File: src/rtl/cc_unit_pkg.sv
// cc_unit_pkg: condition-code encodings, flag bit positions and reset value shared by the pipeline
package cc_unit_pkg;
   typedef enum logic [3:0] {
      C_ALWAYS = 4'd0,
      C_LE     = 4'd1,
      C_L      = 4'd2,
      C_E      = 4'd3,
      C_NE     = 4'd4,
      C_GE     = 4'd5,
      C_G      = 4'd6
   } cond_e;
   localparam int CC_OF = 2;
   localparam int CC_SF = 1;
   localparam int CC_ZF = 0;
   localparam logic [2:0] CC_RST = 3'b001;
endpackage

File: src/rtl/cc_unit_cond_eval.sv
// cond_eval: combinational jXX/cmovXX condition from a CC value and ifun
module cond_eval
   import cc_unit_pkg::*;
(
   input  logic [2:0] cc,
   input  logic [3:0] ifun,
   output logic       cnd
);
   logic lt, eq;
   assign lt = cc[CC_SF] ^ cc[CC_OF];
   assign eq = cc[CC_ZF];
   always_comb begin
      cnd = ifun == C_ALWAYS ? 1'b1 :
            ifun == C_LE     ? lt | eq :
            ifun == C_L      ? lt :
            ifun == C_E      ? eq :
            ifun == C_NE     ? ~eq :
            ifun == C_GE     ? ~lt :
            ifun == C_G      ? ~lt & ~eq : 1'b0;
   end
endmodule

File: src/rtl/cc_unit.sv
// cc_unit: condition-code register, E-stage condition evaluation and saturating taken counter
module cc_unit
   import cc_unit_pkg::*;
#(
   parameter int CNT_W = 16
) (
   input  logic             clk,
   input  logic             rst_n,
   input  logic             set_cc,
   input  logic [2:0]       cf_in,
   input  logic             e_valid,
   input  logic             e_stall,
   input  logic             exc_m,
   input  logic             exc_w,
   input  logic [3:0]       ifun,
   input  logic             use_cnd,
   input  logic             cnt_clr,
   output logic             e_cnd,
   output logic [2:0]       cc_q,
   output logic [CNT_W-1:0] taken_cnt
);
   logic cnd, update, inc;
   cond_eval u_cond (.cc(cc_q), .ifun(ifun), .cnd(cnd));
   assign e_cnd  = e_valid & cnd;
   assign update = set_cc & e_valid & ~e_stall & ~exc_m & ~exc_w;
   assign inc    = use_cnd & e_valid & ~e_stall & e_cnd;
   // the counter sticks at all-ones instead of wrapping
   always_ff @(posedge clk or negedge rst_n) begin
      if (!rst_n) begin
         cc_q      <= CC_RST;
         taken_cnt <= '0;
      end else begin
         if (update) cc_q <= cf_in;
         if (cnt_clr) taken_cnt <= '0;
         else if (inc && !(&taken_cnt)) taken_cnt <= taken_cnt + CNT_W'(1);
      end
   end
endmodule

File: config.mk
export PLATFORM = sky130hd
export DESIGN_NAME = cc_unit
export DESIGN_NICKNAME = d
export VERILOG_FILES = /design/src/rtl/cc_unit_pkg.sv /design/src/rtl/cc_unit_cond_eval.sv /design/src/rtl/cc_unit.sv
export SDC_FILE = /design/constraint.sdc
export NUM_CORES = 1
export LEC_CHECK = 0
export CELL_PAD_IN_SITES_DETAIL_PLACEMENT = 0
export CELL_PAD_IN_SITES_GLOBAL_PLACEMENT = 1
export CORE_AREA = 5 5 64 66
export CTS_BUF_LIST = sky130_fd_sc_hd__clkbuf_4 sky130_fd_sc_hd__clkbuf_8 sky130_fd_sc_hd__clkbuf_16
export DETAILED_ROUTE_END_ITERATION = 12
export DIE_AREA = 0 0 69 71
export GPL_ROUTABILITY_DRIVEN = 0
export HOLD_SLACK_MARGIN = 0.15
export MAX_ROUTING_LAYER = met4
export PLACE_DENSITY = 0.76
export SLEW_MARGIN = 20
export SYNTH_ARGS = -nofsm -noshare
export SYNTH_HDL_FRONTEND = slang
export SYNTH_SLANG_ARGS = --single-unit
File: constraint.sdc
create_clock -name clk -period 2.6 [get_ports clk]
set_input_delay 0.39 -clock clk [delete_from_list [all_inputs] [get_ports clk]]
set_output_delay 0.39 -clock clk [all_outputs]
set_load 0.05 [all_outputs]
* Word level (Yosys, flattened, before mapping)
Cells that the tools add are included.
** Operators by class
- Add/sub/neg operators :: 1
- Equal/unequal tests :: 6
- Mux-type cells :: 9
- Bitwise operators :: 16
- Reduce and logical (&&, ||, !) cells :: 5
** Operators by type and width (count)
- $mux W16 :: 2
- $add A16 B1 Y16 const B :: 1
- $reduce_and A16 Y1 :: 1
- $eq A4 B3 Y1 const B :: 3
- $and A1 B1 Y1 :: 9
- $eq A4 B2 Y1 const B :: 2
- $mux W1 :: 7
- $not A1 Y1 :: 5
- $eq A4 B1 Y1 const B :: 1
- $logic_not A4 Y1 :: 1
- $reduce_bool A2 Y1 :: 1
- $logic_and A1 B1 Y1 :: 1
- $logic_not A1 Y1 :: 1
- $or A1 B1 Y1 :: 1
- $xor A1 B1 Y1 :: 1
** Word-level totals
- Bits in registers :: 19
- Bits of input ports :: 16
- Output and inout port bits :: 20
- Logic and storage cells :: 39

* Depth between registers and ports, before layout
- Depth after elaboration :: 15
- Mapped depth :: 7

* Modules after synthesis
Synthesis repeated with hierarchy kept, for this count alone.
** Second synthesis, totals
- Cells, all modules :: 115
- Area, all modules :: 1092.3 um^2
** Modules (own cells, without submodules)
- cc_unit :: instances 1, cells each 104, area an instance 1023.5 um^2, seq. area each 476.7 um^2
- cond_eval :: instances 1, cells each 11, area an instance 68.8 um^2, seq. area each 0.0 um^2

* Worst setup path before layout
Ideal clock, no wire load.
- Kind :: register to output
- Start :: reg cc_q[2]
- End :: out e_cnd
- Data arrival time :: 1.688 ns
- Required time :: 2.210 ns
- Setup slack :: 0.522 ns
- Stages on the path, launching flop included :: 6
- Cells stage by stage :: dfrtp_1 -> xor2_1 -> a221o_1 -> o21ai_2 -> buf_6 -> inv_1
** Between the ends
- Cells in the longest elaborated chain, start to end :: 11
- Elaborated cells on any way between the ends :: 12
- Classes of those cells :: mux (7); bitwise (5)
** Ends and longest elaborated chain
- start: declaration :: RTL line cc_unit.sv:19 : output logic [2:0] cc_q,
- start signal: assignment :: RTL line cc_unit.sv:33 : if (update) cc_q <= cf_in;
- $xor A1 B1 Y1 (*) :: RTL line cc_unit_cond_eval.sv:10 : assign lt = cc[CC_SF] ^ cc[CC_OF];
- $not A1 Y1 :: RTL line cc_unit_cond_eval.sv:18, cc_unit_cond_eval.sv:19
- $and A1 B1 Y1 :: RTL line cc_unit_cond_eval.sv:19 : ifun == C_G ? ~lt & ~eq : 1'b0;
- $mux W1 :: RTL line cc_unit_cond_eval.sv:19
- $mux W1 :: RTL line cc_unit_cond_eval.sv:18 : ifun == C_GE ? ~lt :
- $mux W1 :: RTL line cc_unit_cond_eval.sv:17 : ifun == C_NE ? ~eq :
- $mux W1 :: RTL line cc_unit_cond_eval.sv:16 : ifun == C_E ? eq :
- $mux W1 :: RTL line cc_unit_cond_eval.sv:15 : ifun == C_L ? lt :
- $mux W1 (*) :: RTL line cc_unit_cond_eval.sv:14 : ifun == C_LE ? lt | eq :
- $mux W1 (*) :: RTL line cc_unit_cond_eval.sv:13 : cnd = ifun == C_ALWAYS ? 1'b1 :
- $and A1 B1 Y1 (*) :: RTL line cc_unit.sv:24 : assign e_cnd = e_valid & cnd;
- end: declaration :: RTL line cc_unit.sv:18 : output logic e_cnd,
Mark *: on every way between the ends. The rest lies on a longest branch, timed or not.

* Worst setup path after layout
- Start :: in ifun[0]
- End :: out e_cnd
** Between the ends
- Cells in the longest elaborated chain, start to end :: 9
- Elaborated cells on any way between the ends :: 15
- Classes of those cells :: eq/ne (6); mux (7); bitwise (1); reduce/logical (1)
** Ends and longest elaborated chain
- start: declaration :: RTL line cc_unit.sv:15 : input logic [3:0] ifun,
- $eq A4 B3 Y1 :: RTL line cc_unit_cond_eval.sv:19
- $mux W1 :: RTL line cc_unit_cond_eval.sv:19
- $mux W1 :: RTL line cc_unit_cond_eval.sv:18
- $mux W1 :: RTL line cc_unit_cond_eval.sv:17
- $mux W1 :: RTL line cc_unit_cond_eval.sv:16
- $mux W1 :: RTL line cc_unit_cond_eval.sv:15
- $mux W1 :: RTL line cc_unit_cond_eval.sv:14
- $mux W1 (*) :: RTL line cc_unit_cond_eval.sv:13
- $and A1 B1 Y1 (*) :: RTL line cc_unit.sv:24
Marked as above.

==> impl_metrics.py <==
metrics = {
    "status": {
        "status": "complete, no violations",
    },
    "synthesis": {
        "synth_nets": 139,
        "synth_area_leader_cell": "dfrtp_1",
        "synth.top_cell.area_share": 0.3947,
        "synth_warnings": 0,
        "synth_seq_area_share": 0.4178,
        "syn-instance-count": 122,
        "synth_edf_count": 0,
        "synth_flop_cell": "dfrtp_1",
        "synth_cell_types": 32,
        "async_reset_ff_frac": 1.000,
        "synth.most_common_cell": "dfrtp_1",
        "ys_seq_elements": 19,
        "synthTopCellsByArea": "dfrtp_1 39%, or4_1 9.2%, o31ai_1 8.6%, a21oi_1 6.6%, mux2_2 3.0%",
        "synth_commonest_cells": "18 x dfrtp_1, 15 x a21oi_1, 14 x or4_1",
        "netlist_area_um2": 1141,
        "syn_avg_cell_area_um2": 9.353,
    },
    "cts": {
        "clockBufferDepth": 2,
        "postCtsSetupBuffers": 0,
        "clkSinkCount": 19,
        "cts_tree": "yes",
        "insertion_delay_ns": 0.31,
        "holdBufCountCts": 0,
        "cts.clk_slew.worst_paths_ns": 0.13,
        "cts-resized-gates": 0,
        "ctsHtreeMaxLevel": 1,
        "root_buffer": "clkbuf_4",
        "numCtsBuffers": 3,
    },
    "timing": {
        "fmax_mhz": 415.5,
        "drv_slew": 0,
        "tns_ns": 0,
        "hold_violations": 0,
        "slew_headroom": 0.3374,
        "rsz0062_at_grt": "no",
        "finalSetupViolations": 0,
        "worstMarginPinSlew_ns": 0.9903,
        "fin_hold_ws_ns": 0.3991,
        "fin_crit_sh": 0.9256,
        "clock_skew_ns": 0.01040,
        "min_period_ns": 2.407,
    },
    "floorplanning": {
        "row_count": 22,
        "start_util": 0.3239,
        "die_h_um": 71,
        "ios": 36,
        "fp.coreArea_um2": 3523,
        "die_area_um2": 4899,
        "die_w_um": 69,
    },
    "worst_setup_path": {
        "startpoint_type": "input port",
        "crit_required_ns": 2.21,
        "path_class": "input port to primary output",
        "arrival_ns": 2.02,
        "cp_max_fo": 12,
        "end_kind": "primary output",
    },
    "global_route": {
        "grt_usage": 0.1188,
        "grt_pass1_vias": 1062,
        "grt_overflow": 0,
        "grt_max_degree": 21,
        "grt_antenna_before_repair": 0,
        "grt_pass1_wl_mm": 4.698,
    },
    "cells_and_area": {
        "insertedDiodeCount": 0,
        "final_net_count": 175,
        "drive_gt1_frac": 0.09554,
        "stdcell_count": 205,
        "area_growth_pct": 36.73,
    },
    "detailed_routing": {
        "antenna_left": 0,
        "dr.pass1.iters": 4,
        "drc": 0,
        "vias": 1075,
        "wl_per_cell_um": 13.51,
        "drt_wl_total_mm": 2.769,
        "drt_iter0_drc": 51,
        "vias_per_cell": 5.244,
    },
    "pwr": {
        "p_leak_nw": 0.5559,
        "power_density_nw_per_um2": 431.8,
        "finalPower_mw": 0.6737,
        "peakVddDrop_v": 0.0002336,
    },
    "run": {
        "max-cap-violations": 0,
    },
    "place": {
        "numPortBuffers": 35,
        "numPlacedInstances": 201,
        "dp_hpwl_mm": 2.082,
    },
    "hold_path": {
        "hp-class": "input port to asynchronous set/reset pin",
    },
}
==> cells by family (layout without fill, tap and decap cells) <==
logic type	Yosys count	in the layout	synth area share
XOR/XNOR	1	1	0.007677
AO/OA/AOI/OAI	36	36	0.2237
multiplexers	4	4	0.03947
flip-flops	19	19	0.4178
AND/OR/NAND/NOR	47	47	0.2445
adder cells (fa/ha/maj)	1	1	0.01096
buffers and inverters	14	49	0.05591
==> sequential cells by signal, summed over array words and instances (netlist names) <==
register,count
cc_q,3
taken_cnt,16
==> cells in the final DEF (no fill, tap or decap), drive strengths merged <==
master,instances
a211oi,1
a21oi,15
a221o,1
a311oi,1
and3,2
and4,1
buf,3
clkbuf,3
clkdlybuf4s50,34
clkinvlp,1
dfrtp,18
dfstp,1
ha,1
inv,8
mux2,4
nand2,6
nand2b,3
nand3,5
nand4,4
nor2,5
nor2b,2
nor3,1
nor4,1
o211ai,2
o21ai,3
o31ai,13
or3,3
or4,14
xor2,1
==> per-stage QoR <==
stage	instance area [um^2]	util	setup WS, ns
final	1560	0.4428	0.1934
after global routing	1560	0.4428	0.07911
after CTS	1560	0.4428	0.1776
after detailed placement	1530	0.4343	0.01249
after global placement	1530	0.4343	0.07666
after floorplan	1141	-	0.5223
==> where the power goes <==
part / leakage, nW / internal, mW / switching [mW] / total [mW]
clock network: 0.0139 / 0.0587 / 0.104 / 0.163
registers: 0.259 / 0.310 / 0.0134 / 0.323
logic: 0.283 / 0.0690 / 0.119 / 0.188
==> metal layers <==
metal / share of wire / GRT usage
met3: 0.047 / 0.02699
met2: 0.49 / 0.1970
met4: 0.017 / 0.05206
met1: 0.45 / 0.1376
met5: 0 / -
==> cell type report <==
type / count / area, um^2
Multi-Input combinational cell: 89 / 600.6
Tap cell: 48 / 60.06
Clock buffer: 3 / 22.52
Sequential cell: 19 / 476.7
Inverter: 8 / 30.03
Clock inverter: 1 / 7.507
Timing Repair Buffer: 37 / 362.8
Fill cell: 373 / 1963
==> worst paths after layout <==
kind                         start            end  slack (ns)  cells after the start
max                        ifun[0]          e_cnd        0.19                      6
max in group asynchronous    rst_n        cc_q[0]        1.92                      2
min in group clk           cc_q[1]        cc_q[1]        0.58                      1
min                          rst_n        cc_q[1]        0.40                      2
min reg2reg                cc_q[1]        cc_q[1]        0.58                      1
max reg2reg                cc_q[2]  taken_cnt[14]        0.41                      5
==> critical path, stage by stage <==
cell and delay, ns:
clkdlybuf4s50_1 0.49, nand2b_1 0.19, a221o_1 0.32, o21ai_2 0.36, inv_1 0.07, buf_4 0.20
No activity file was read; power rests on OpenSTA's default activity.
==> RTL edit: new RTL, same settings <==
Set the parameter `CNT_W` to 20 (it was 16).
--- a/src/rtl/cc_unit.sv
+++ b/src/rtl/cc_unit.sv
@@ -2,7 +2,7 @@
 module cc_unit
    import cc_unit_pkg::*;
 #(
-   parameter int CNT_W = 16
+   parameter int CNT_W = 20
 ) (
    input  logic             clk,
    input  logic             rst_n,
Ports: changed (resized taken_cnt); port bits go from 36 to 40. No check against the original RTL was run, so the function may have changed too.
==> RTL edit against the original RTL <==
Synthesized area is 21% higher; routed wire length is 25% higher; critical endpoint unchanged; combinational power is 3% higher; sequential cell count is 4 higher; design area is 21% higher; synthesized cell count is 19% higher; fmax is 1.6% lower; core utilization is 9.4 points higher; power is 12% higher; via count is 20% higher; first-iteration DRC count is 37% lower; worst setup slack worse by 0.040 ns.
==> RTL edit: results (changes against the original RTL) <==
grt_max_degree: 17  # -19%
vias: 1294  # +20%
num_antenna_cells: 0  # unchanged
async_flop_share_pct: 100  # unchanged
regToRegSetupSlack_ns: 0.45  # +0.04 ns
clock_power_share_pct: 23.0  # -1.2 points
yosys.area_share.adder_pct: 0.903  # -0.19 points
cpPeakStageDelay_ns: 0.57  # +0.08 ns
synthTopCellsByCount: "dfrtp_1 (22), a21oi_1 (15), o21ai_0 (13)"
min_path_type: "input pin to async pin"
cts_buffers: 3  # unchanged
worst_pin_slew_ns: 0.581  # -0.409 ns
grt_pass1_wl_um: 5800  # +23%
vdd_drop_max_v: 0.000200  # -14%
ys.flop_type: "dfrtp_1"
via_per_inst: 5.53  # +5.5%
clkSlewWorstSetupHoldPaths_ns: 0.14
clock_path_buffers: 2  # unchanged
layout.nets: 204  # +17%
grt_pass1_vias: 1169  # +10%
synth.yosys.seq_area_share_pct: 41.6  # -0.17 points
path_delay_family: "buffers and inverters"
p_leak_nw: 0.693  # +25%
status: "finished, final reports clean"
fill_cells: 337  # -9.7%
avgRoutedWirePerCell_um: 14.8  # +9.6%
cts_resized: 0  # unchanged
crit_start: "ifun[0]"
p_sw_mw: 0.242  # +2.3%
muxShareOfSynthArea_pct: 4.87  # +0.93 points
timing.rr.end: "taken_cnt[17]"
syn_area_per_cell_um2: 9.56  # +2.2%
clock-root-buffer: "clkbuf_4"
critical_path.max_fanout: 4  # -8
finalClockSkew_ns: 0.00449  # -0.00591 ns
seq-power_mw: 0.388  # +20%
post_cts_buffers: 0  # unchanged
synth-xor-area-share_pct: 1.81  # +1.0 points
clock_sinks: 23  # +4
clk_latency_ns: 0.31  # about the same
dr.pass1.iters: 4  # unchanged
timing.rr.start: "taken_cnt[0]"
track_usage_pct: 14.8  # +2.9 points
placed_cells: 230  # +14%
yosys-top-cells-area: "dfrtp_1 (40%), a21oi_1 (5.4%), or3_1 (5.0%)"
htree_levels: 1  # unchanged
worst-r2r-cell-count: 6  # +1
antenna_found_initial: 0  # unchanged
p_sw_share_pct: 32.0  # -3.0 points
io_buffers: 39  # +11%
hpwl_um: 2600  # +25%
drt_iter0_markers: 32  # -37%
syn_nets: 162  # +17%
ys_warn_count: 0  # unchanged
critPathArrivalTime_ns: 2.06  # +0.04 ns
ys_types: 38  # +19%
syn_to_final_growth_pct: 36.6
synth_compound_area_share_pct: 19.4  # -3.0 points
drive_above_1_share_pct: 12.4  # +2.8 points
reg_top3: "taken_cnt: 20 flops, cc_q: 3 flops"
-- RTL edit: cell types whose count changed after synthesis, sizes merged, moves of 4 or more --
cell | before | now
o21ai | 3 | 14
dfrtp | 18 | 22
inv | 8 | 2
or3 | 3 | 11
o31ai | 13 | 4
or4 | 14 | 4
o2111ai | 0 | 4
-- RTL edit: layer usage --
| metal | routed length [um] | up-vias | global-route usage [%] |
|---|---|---|---|
| met5 | 0 | - | - |
| met4 | 17 | 0 | 3.90 |
| met3 | 181 | 2 | 3.55 |
| met2 | 1630 | 37 | 23.8 |
| met1 | 1630 | 623 | 18.7 |
| li1 | - | 632 | - |
-- RTL edit: worst register-to-register path: cells and delay by family, from the launching register on --
kind / cells / cell delay (ns)
mux: 1 / 0.35
flops: 1 / 0.47
simple gates: 3 / 0.62
compound gates: 1 / 0.31
fa+ha+maj: 1 / 0.30
-- RTL edit: worst max path at each step --
stage	endpoint	slack [ns]
after global routing	e_cnd	0.09
after floorplan	e_cnd	0.21
final	e_cnd	0.15
after global placement	taken_cnt[17]	0.13
after CTS	e_cnd	0.15
after detailed placement	taken_cnt[17]	0.07
-- RTL edit: final cells by class --
type,instances,share of cell area [%]
Sequential cell,23,30.5
Clock inverter,1,0.397
Timing Repair Buffer,42,22.3
Clock buffer,3,1.19
Tap cell,48,3.17
Multi-Input combinational cell,115,42.0
Inverter,2,0.397
-- RTL edit: stage by stage --
stage,setup WS (ns),hold WS (ns)
2_1_floorplan,0.213,0.0944
3_3_place_gp,0.126,0.565
3_5_place_dp,0.0715,0.584
4_1_cts,0.151,0.416
5_1_grt,0.0891,0.448
6_report,0.153,0.404
